==> config.mk <==
export PLATFORM = sky130hd
export DESIGN_NAME = cap_req_stage
export DESIGN_NICKNAME = d
export VERILOG_FILES = /design/src/rtl/cap_req_stage.sv
export SDC_FILE = /design/constraint.sdc
export NUM_CORES = 1
export LEC_CHECK = 0
export CAP_MARGIN = 5
export CORE_MARGIN = 3
export CORE_UTILIZATION = 36
export DETAILED_ROUTE_END_ITERATION = 7
export GPL_TIMING_DRIVEN = 0
export PLACE_DENSITY_LB_ADDON = 0.15
export SYNTH_ARGS = -nofsm -noshare
export SYNTH_HDL_FRONTEND = slang
export SYNTH_SLANG_ARGS = --single-unit
==> constraint.sdc <==
create_clock -name clk -period 1.45 [get_ports clk]
set_input_delay 0.145 -clock clk [delete_from_list [all_inputs] [get_ports clk]]
set_output_delay 0.145 -clock clk [all_outputs]
set_load 0.02 [all_outputs]
==> src/rtl/cap_req_stage.sv <==
// Capability-checked request stage: accepts one request, has an external checker
// vet it against the latched capability, then issues it to memory or raises a fault.
module cap_req_stage (
   input  logic        clk,
   input  logic        rst,
   input  logic        req_valid,
   output logic        req_ready,
   input  logic [31:0] req_addr,
   input  logic [1:0]  req_kind,
   input  logic [31:0] req_wdata,
   input  logic        cap_tag,
   input  logic [31:0] cap_base,
   input  logic [31:0] cap_length,
   input  logic [2:0]  cap_perm,
   output logic        chk_tag,
   output logic [31:0] chk_base,
   output logic [31:0] chk_length,
   output logic [31:0] chk_addr,
   output logic        chk_need_load,
   output logic        chk_need_store,
   output logic        chk_need_exec,
   output logic        chk_perm_load,
   output logic        chk_perm_store,
   output logic        chk_perm_exec,
   input  logic        chk_ok,
   output logic        mem_valid,
   input  logic        mem_ready,
   output logic [31:0] mem_addr,
   output logic        mem_we,
   output logic [31:0] mem_wdata,
   output logic        fault,
   output logic [31:0] fault_addr,
   output logic [1:0]  fault_kind,
   output logic [7:0]  fault_count,
   input  logic        fault_clr
);

   typedef enum logic [1:0] {S_IDLE, S_CHECK, S_ISSUE, S_FAULT} state_t;

   state_t      state_q;
   logic [31:0] addr_q, wdata_q, base_q, len_q;
   logic [1:0]  kind_q;
   logic        tag_q;
   logic [2:0]  perm_q;
   logic [2:0]  need_q;
   logic        req_ready_q, mem_valid_q, fault_q;
   logic [31:0] faddr_q, faddr_d;
   logic [1:0]  fkind_q, fkind_d;
   logic [7:0]  fcount_q, fcount_d;
   logic        enter_fault;

   // Reserved kinds fault straight from IDLE using the incoming payload;
   // checker rejections fault from CHECK using the latched copy.
   always_comb begin
      enter_fault = ((state_q == S_IDLE) && req_valid && (req_kind == 2'b11)) ||
                    ((state_q == S_CHECK) && !chk_ok);
      faddr_d     = (state_q == S_IDLE) ? req_addr : addr_q;
      fkind_d     = (state_q == S_IDLE) ? req_kind : kind_q;
      fcount_d    = (fcount_q == 8'hFF) ? fcount_q : fcount_q + 8'd1;
   end

   always_ff @(posedge clk) begin
      if (rst) begin
         state_q     <= S_IDLE;
         addr_q      <= '0;
         wdata_q     <= '0;
         base_q      <= '0;
         len_q       <= '0;
         kind_q      <= '0;
         tag_q       <= 1'b0;
         perm_q      <= '0;
         need_q      <= '0;
         req_ready_q <= 1'b1;
         mem_valid_q <= 1'b0;
         fault_q     <= 1'b0;
      end else begin
         unique case (state_q)
            S_IDLE: begin
               if (req_valid) begin
                  addr_q      <= req_addr;
                  wdata_q     <= req_wdata;
                  base_q      <= cap_base;
                  len_q       <= cap_length;
                  kind_q      <= req_kind;
                  tag_q       <= cap_tag;
                  perm_q      <= cap_perm;
                  req_ready_q <= 1'b0;
                  if (req_kind == 2'b11) begin
                     state_q <= S_FAULT;
                     fault_q <= 1'b1;
                  end else begin
                     state_q <= S_CHECK;
                     need_q  <= {req_kind == 2'b10, req_kind == 2'b01, req_kind == 2'b00};
                  end
               end
            end
            S_CHECK: begin
               need_q <= '0;
               if (chk_ok) begin
                  state_q     <= S_ISSUE;
                  mem_valid_q <= 1'b1;
               end else begin
                  state_q <= S_FAULT;
                  fault_q <= 1'b1;
               end
            end
            S_ISSUE: begin
               if (mem_ready) begin
                  state_q     <= S_IDLE;
                  mem_valid_q <= 1'b0;
                  req_ready_q <= 1'b1;
               end
            end
            S_FAULT: begin
               if (fault_clr) begin
                  state_q     <= S_IDLE;
                  fault_q     <= 1'b0;
                  req_ready_q <= 1'b1;
               end
            end
            default: state_q <= S_IDLE;
         endcase
      end
   end

   always_ff @(posedge clk) begin
      if (rst) begin
         faddr_q  <= '0;
         fkind_q  <= '0;
         fcount_q <= '0;
      end else if (enter_fault) begin
         faddr_q  <= faddr_d;
         fkind_q  <= fkind_d;
         fcount_q <= fcount_d;
      end
   end

   assign req_ready      = req_ready_q;
   assign chk_tag        = tag_q;
   assign chk_base       = base_q;
   assign chk_length     = len_q;
   assign chk_addr       = addr_q;
   assign chk_need_load  = need_q[0];
   assign chk_need_store = need_q[1];
   assign chk_need_exec  = need_q[2];
   assign chk_perm_load  = perm_q[0];
   assign chk_perm_store = perm_q[1];
   assign chk_perm_exec  = perm_q[2];
   assign mem_valid      = mem_valid_q;
   assign mem_addr       = addr_q;
   assign mem_we         = (kind_q == 2'b01);
   assign mem_wdata      = wdata_q;
   assign fault          = fault_q;
   assign fault_addr     = faddr_q;
   assign fault_kind     = fkind_q;
   assign fault_count    = fcount_q;

endmodule

==> flow_metrics.env, run 1 <==
export IMPL_cap_viol_max_count=0
export IMPL_wire_per_inst_microns=18.9
export IMPL_postCtsHoldBufs=0
export IMPL_drv_slew=0
export IMPL_initial_utilization_pct=37.3
export IMPL_vias_per_cell=4.99
export IMPL_pwr_share_clk_pct=32.0
export IMPL_ios=353
export IMPL_switching_share_pct=32.6
export IMPL_cp_max_fo=5
export IMPL_hold_violations=0
export IMPL_die_w_microns=146
export IMPL_r2r_cells=7
export IMPL_crit_path_end_kind="flop"
export IMPL_maxSlewHeadroom_pct=41.8
export IMPL_clock_latency_ps=440
export IMPL_period_share_pct=106
export IMPL_ir_drop_v=0.000916
export IMPL_antenna_found_initial=3
export IMPL_final_area_sq_um=13900
export IMPL_synth_seq_cells=184
export IMPL_clockRootBuffer="clkbuf_16"
export IMPL_fillers=1445
export IMPL_timing_rr_end="fault_addr[18]$_SDFFE_PP0P_"
export IMPL_cts_made_buffers=17
export IMPL_hold_class="primary input to flop"
export IMPL_p_int_w=0.0105
export IMPL_crit_start="state_q[0]$_SDFFE_PP0P_"
export IMPL_regToRegStartpoint="state_q[0]$_SDFFE_PP0P_"
export IMPL_drtAntennaViolNets=0
export IMPL_yosys_warnings=0
export IMPL_pwr_share_comb_pct=30.9
export IMPL_power_frac_seq_pct=37.1
export IMPL_finalCriticalPeriod_ps=1540
export IMPL_grt_pass1_vias=7468
export IMPL_violations="negative setup slack"
export IMPL_fmax_mhz=650
export IMPL_clock_sinks=184
export IMPL_area_delta_synth_final_pct=96.5
export IMPL_synth_cell_area_sq_um=7060
export IMPL_setup_ws_ps=-88.7
export IMPL_cp_start_kind="flop"
export IMPL_p_leak_nw=6.33
export IMPL_drt_pre_antenna_iters=4
export IMPL_num_nets_final=1461
export IMPL_core_area_sq_um=19000
export IMPL_worstMarginPinSlew_ps=873
export IMPL_cts_max_level=4
export IMPL_clockBufferDepth=2
export IMPL_tritoncts="done"
export IMPL_powerDensity_nw_per_um2=1120
export IMPL_finalSetupViolCount=88
export IMPL_grt_ovfl_total=0
export IMPL_drt_iter0_markers=295
export IMPL_ys_types=40
export IMPL_dp_hpwl_mm=19.5
export IMPL_yosysSeqAreaShare_pct=52.2
export IMPL_grt_pass1_wl_mm=41.2
export IMPL_place_area_sq_um=10900
export IMPL_fin_hold_ws_ps=143
export IMPL_status="finished with violations"
export IMPL_grt_max_degree=18
export IMPL_critPathCapture="fault_addr[18]$_SDFFE_PP0P_"
export IMPL_syn_nets=1041
export IMPL_finClkSkew_ps=14.4
export IMPL_grt_usage_pct=24.3
export IMPL_die_area_sq_um=21300
export IMPL_fin_util_pct=73.2
export IMPL_globalplace_congestion=0.797
export IMPL_row_count=50
export IMPL_worstSetupPathType="flop to flop"
export IMPL_p_sw_w=0.00507
export IMPL_routed_via_count=7964
export IMPL_rrSetupSlack_ps=-90
export IMPL_final_layout_size_suffix_gt1_share_pct=33.9
export IMPL_portBuffers=350
export IMPL_rsz0062_at_grt="yes"
export IMPL_routed_wl_mm=30.2
export IMPL_drcViolationCount=0
export IMPL_fp_dieH_microns=146
export IMPL_arrival_ps=1880
export IMPL_path_clk_slew_ps=70
export IMPL_cp_required_ps=1790
export IMPL_syn_inst=900
export IMPL_syn_area_per_cell_sq_um=7.85
==> cell type report <==
cell class,count,area (sq um),area share (%)
Antenna cell,2,5.00,0.0361
Timing Repair Buffer,405,4110,29.6
Clock inverter,15,189,1.36
Buffer,94,848,6.11
Sequential cell,184,3710,26.8
Clock buffer,17,425,3.07
Tap cell,260,325,2.34
Multi-Input combinational cell,614,4240,30.6
Inverter,4,17.5,0.126
==> layer usage <==
metal / up-vias / wire length, microns / GRT usage (%)
met4: 2 / 795 / 8.56
met2: 296 / 15600 / 43.5
met5: - / 17 / 0
met3: 53 / 2240 / 8.22
met1: 3816 / 11600 / 26.9
li1: 3797 / - / -
==> how the worst min path moves through the flow <==
| stage | from | to | slack (ps) | cells past startpoint |
|---|---|---|---|---|
| 2_1_floorplan | fault_clr | fault$_SDFFE_PP0P_ | 260 | 1 |
| 3_3_place_gp | chk_base[3]$_SDFFE_PP0P_ | chk_base[3]$_SDFFE_PP0P_ | 440 | 2 |
| 3_5_place_dp | mem_wdata[14]$_SDFFE_PP0P_ | mem_wdata[14]$_SDFFE_PP0P_ | 450 | 2 |
| 4_1_cts | rst | fault_count[3]$_SDFFE_PP0P_ | 130 | 3 |
| 5_1_grt | req_kind[1] | kind_q[1]$_SDFFE_PP0P_ | 160 | 3 |
| 6_report | rst | fault_count[3]$_SDFFE_PP0P_ | 140 | 3 |
==> cells in the final DEF (no fill, tap or decap), types with 5 or more instances in the layout <==
cell,instances
dfxtp_2,14
buf_4,56
nand2_4,89
clkdlybuf4s15_1,11
nand2_1,222
nor2_1,29
clkbuf_16,33
buf_12,14
nand2b_1,6
nor2_4,12
buf_6,13
a311oi_2,8
buf_8,15
a311oi_1,28
dfxtp_1,167
a21oi_1,33
a21oi_2,110
dlygate4sd2_1,197
buf_2,6
clkbuf_1,18
clkdlybuf4s50_1,135
clkbuf_2,8
inv_6,5
nor2_2,5
nand2_2,29
==> power by group through the flow <==
stage | sequential, W | combinational [W] | clock [W]
after floorplan | 0.00631 | 0.00128 | 0
after CTS | 0.00573 | 0.00373 | 0.00499
final | 0.00576 | 0.00480 | 0.00497
after global routing | 0.00581 | 0.00508 | 0.00521
after detailed placement | 0.00585 | 0.00354 | 0
after global placement | 0.00583 | 0.00351 | 0
==> metrics by stage <==
| step | instances | total power (W) | setup TNS [ps] | setup slack [ps] |
|---|---|---|---|---|
| 2_1_floorplan | 900 | 0.00759 | -645 | -68.7 |
| 3_3_place_gp | 1510 | 0.00935 | -78960 | -739 |
| 3_5_place_dp | 1510 | 0.00939 | -80970 | -771 |
| 4_1_cts | 1571 | 0.0145 | -722 | -76.9 |
| 5_1_grt | 1595 | 0.0161 | -9710 | -149 |
| 6_report | 1595 | 0.0155 | -2020 | -88.7 |
==> kinds of logic (layout without fill, tap and decap cells) <==
| kind of cell | Yosys count | count (layout) | synth area share (%) |
|---|---|---|---|
| mux | 3 | 3 | 0.461 |
| buf+inv | 103 | 535 | 7.67 |
| flops | 184 | 184 | 52.2 |
| compound gates | 196 | 196 | 16.4 |
| simple gates | 413 | 414 | 23.1 |
| other cells | 0 | 2 | 0 |
| fa+ha+maj | 1 | 1 | 0.177 |
==> synth_stat cells <==
master	n	area share, %
mux2i_1	1	0.14
nor2_1	45	2.4
nand2_1	340	18
nand3_1	2	0.14
clkinv_1	1	0.053
a21bo_2	1	0.14
a21o_1	1	0.11
a31oi_1	3	0.27
a2111oi_0	1	0.12
nor2b_1	3	0.27
a2bb2oi_1	3	0.37
o31ai_1	1	0.11
ha_1	1	0.18
nand4_1	2	0.18
and2_1	2	0.18
o31a_1	1	0.12
nor4bb_1	2	0.28
and3_1	1	0.089
a21boi_0	1	0.11
inv_1	3	0.16
or4_1	1	0.11
a311oi_1	36	4.5
nand2b_2	1	0.12
nor3_1	5	0.35
buf_4	34	3.6
buf_2	22	1.6
buf_1	4	0.21
nor2_2	1	0.089
dfxtp_1	184	52
o21a_1	1	0.11
clkbuf_1	39	2.1
nand4b_2	1	0.21
o21bai_1	1	0.11
nand2b_1	6	0.53
mux2_1	1	0.16
or3_1	1	0.089
mux2_2	1	0.16
o21ai_0	2	0.14
a21oi_2	1	0.12
a21oi_1	143	10
==> sequential cells by signal, summed over array words and instances (netlist names) <==
name         count
chk_addr        32
chk_base        32
chk_length      32
fault_addr      32
mem_wdata       32
fault_count      8
need_q           3
perm_q           3
fault_kind       2
kind_q           2
state_q          2
chk_tag          1
fault            1
mem_valid        1
req_ready        1
==> worst max-delay path: stages, from the launching register on <==
cell      delay (ps)
dfxtp_4          360
nand4b_4         200
a21oi_4          250
buf_6            140
buf_6            120
buf_8            120
nor2_4            30
a311oi_2         240
==> repair_timing <==
item / 4_1_cts / 5_1_grt
setup endpoints to repair: 391 / 193
gates resized for setup: 359 / 422
pin swaps: 27 / 204
cloned: 7 / 17
buffers inserted: 26 / 9
Note: power is estimated with default switching activity, not from simulation.
==> inputs of run 2 (changes only) <==
--- a/config.mk
+++ b/config.mk
@@ -6,9 +6,12 @@
 export NUM_CORES = 1
 export LEC_CHECK = 0
 export CAP_MARGIN = 5
+export CELL_PAD_IN_SITES_DETAIL_PLACEMENT = 0
+export CELL_PAD_IN_SITES_GLOBAL_PLACEMENT = 1
 export CORE_MARGIN = 3
-export CORE_UTILIZATION = 36
+export CORE_UTILIZATION = 39
 export DETAILED_ROUTE_END_ITERATION = 7
+export DONT_BUFFER_PORTS = 1
 export GPL_TIMING_DRIVEN = 0
 export PLACE_DENSITY_LB_ADDON = 0.15
 export SYNTH_ARGS = -nofsm -noshare
==> flow_metrics.env, run 2 (synthesis results as in run 1) <==
export IMPL_initial_utilization_pct=40.3
export IMPL_globalplace_congestion=0.839
export IMPL_regToRegStartpoint="state_q[0]$_SDFFE_PP0P_"
export IMPL_drt_iter0_markers=303
export IMPL_grt_ovfl_total=0
export IMPL_fillers=1462
export IMPL_dp_hpwl_mm=18.0
export IMPL_routed_via_count=7281
export IMPL_min_delay_start="req_kind[1]"
export IMPL_finalSetupViolCount=116
export IMPL_num_nets_final=1250
export IMPL_grt_usage_pct=25.1
export IMPL_cp_required_ps=1810
export IMPL_cp_start_kind="flop"
export IMPL_clockRootBuffer="clkbuf_16"
export IMPL_maxSlewHeadroom_pct=53.1
export IMPL_portBuffers=0
export IMPL_row_count=48
export IMPL_drv_slew=0
export IMPL_timing_rr_end="chk_base[6]$_SDFFE_PP0P_"
export IMPL_die_area_sq_um=19800
export IMPL_cap_viol_max_count=0
export IMPL_final_layout_size_suffix_gt1_share_pct=25.3
export IMPL_ir_drop_v=0.000864
export IMPL_clockBufferDepth=2
export IMPL_powerDensity_nw_per_um2=1270
export IMPL_cts_made_buffers=17
export IMPL_rsz0062_at_grt="yes"
export IMPL_clock_sinks=184
export IMPL_r2r_cells=9
export IMPL_rrSetupSlack_ps=-120
export IMPL_status="finished with violations"
export IMPL_worstMarginPinSlew_ps=704
export IMPL_n_antenna_cell=0
export IMPL_total_power_w=0.0139
export IMPL_wire_per_inst_microns=20.6
export IMPL_routed_wl_mm=27.8
export IMPL_finalCriticalPeriod_ps=1570
export IMPL_hold_violations=0
export IMPL_final_setup_tns_ps=-4850
export IMPL_period_share_pct=108
export IMPL_ios=353
export IMPL_finClkSkew_ps=10.1
export IMPL_clock_latency_ps=440
export IMPL_tritoncts="done"
export IMPL_grt_pass1_wl_mm=39.2
export IMPL_violations="negative setup slack"
export IMPL_drcViolationCount=0
export IMPL_setup_ws_ps=-117
export IMPL_cp_max_fo=6
export IMPL_grt_max_degree=17
export IMPL_area_delta_synth_final_pct=55.1
export IMPL_crit_path_end_kind="flop"
export IMPL_arrival_ps=1930
export IMPL_path_clk_slew_ps=70
export IMPL_cts_max_level=4
export IMPL_drt_pre_antenna_iters=5
export IMPL_hold_path_endpoint="need_q[2]$_SDFFE_PP0P_"
export IMPL_drtAntennaViolNets=0
export IMPL_hold_class="primary input to flop"
export IMPL_vias_per_cell=5.41
export IMPL_fmax_mhz=638
export IMPL_worstSetupPathType="flop to flop"
export IMPL_die_w_microns=141
export IMPL_worstHoldPathCells=4
export IMPL_fp_dieH_microns=141
export IMPL_antenna_found_initial=0
export IMPL_grt_pass1_vias=7153
export IMPL_final_cell_mix="nand2_1, dfxtp_1, dlygate4sd3_1"
export IMPL_p_leak_nw=4.21
export IMPL_core_area_sq_um=17500
export IMPL_mostFrequentLayoutCell="nand2_1"
[run 2: changes by cell type in the layout (fill, tap and decap cells not counted), sizes merged, moves of 2 or more]
cell / before / now
clkbuf: 61 / 53
dlygate4sd2: 197 / 0
diode: 2 / 0
clkdlybuf4s50: 135 / 0
buf: 110 / 119
dlygate4sd3: 0 / 137
bufinv: 3 / 1
inv: 11 / 6
clkdlybuf4s15: 12 / 0
clkinv: 2 / 5
[run 2: layer usage]
| layer | global-route usage [%] | part of all wire, % |
|---|---|---|
| met1 | 26.8 | 36 |
| met2 | 45.0 | 52 |
| met3 | 8.91 | 8.2 |
| met4 | 10.0 | 3.0 |
| met5 | 0 | 0 |
[run 2: cell type report]
type	count	area, sq um	share of cell area, %
Buffer	98	883	8.06
Clock buffer	21	440	4.02
Clock inverter	10	96.3	0.880
Inverter	4	27.5	0.251
Multi-Input combinational cell	614	3390	30.9
Sequential cell	184	3710	33.8
Tap cell	225	282	2.57
Timing Repair Buffer	190	2130	19.5
[run 2: stage by stage]
step	cell area (sq um)	setup slack (ps)	utilization, %	cells	hold WS, ps
floorplan	7110	-68.7	-	900	263
global placement	7390	-567	42.1	1125	272
detailed placement	7390	-654	42.1	1125	278
CTS	10100	-139	57.4	1327	78.4
global route	11000	-164	62.5	1346	116
finish	11000	-117	62.5	1346	96.3
[run 2: what timing repair did]
item | CTS | global route
setup buffers | 28 | 11
hold buffers | 137 | 0
resized for setup | 112 | 192
pin swaps | 15 | 67
cloned | 6 | 10
endpoints found under the hold margin | 173 | 0
endpoints found under the setup margin | 179 | 178
[run 2: worst max-delay path by stage]
stage	startpoint	endpoint	slack (ps)	cells past startpoint
finish	state_q[0]$_SDFFE_PP0P_	chk_base[6]$_SDFFE_PP0P_	-120	9
global placement	state_q[1]$_SDFFE_PP0P_	chk_base[11]$_SDFFE_PP0P_	-570	7
global route	state_q[0]$_SDFFE_PP0P_	chk_base[12]$_SDFFE_PP0P_	-160	9
detailed placement	state_q[1]$_SDFFE_PP0P_	chk_length[29]$_SDFFE_PP0P_	-650	7
CTS	fault_count[1]$_SDFFE_PP0P_	fault_count[5]$_SDFFE_PP0P_	-140	6
floorplan	fault_count[1]$_SDFFE_PP0P_	fault_count[6]$_SDFFE_PP0P_	-70	5
[run 2: power by group]
part           total [W]  switching (W)  internal, W
Sequential       0.00640       0.000929      0.00547
Combinational    0.00311        0.00154      0.00157
Clock            0.00440        0.00203      0.00237
Total             0.0139        0.00450      0.00940
[run 2: worst max-delay path, stage by stage, from the launching register on]
cell and delay (ps):
dfxtp_4 350, buf_4 140, nor2_4 110, and2_4 170, buf_12 120, buf_12 140
buf_12 130, clkbuf_16 160, nand2_4 50, a21oi_2 130
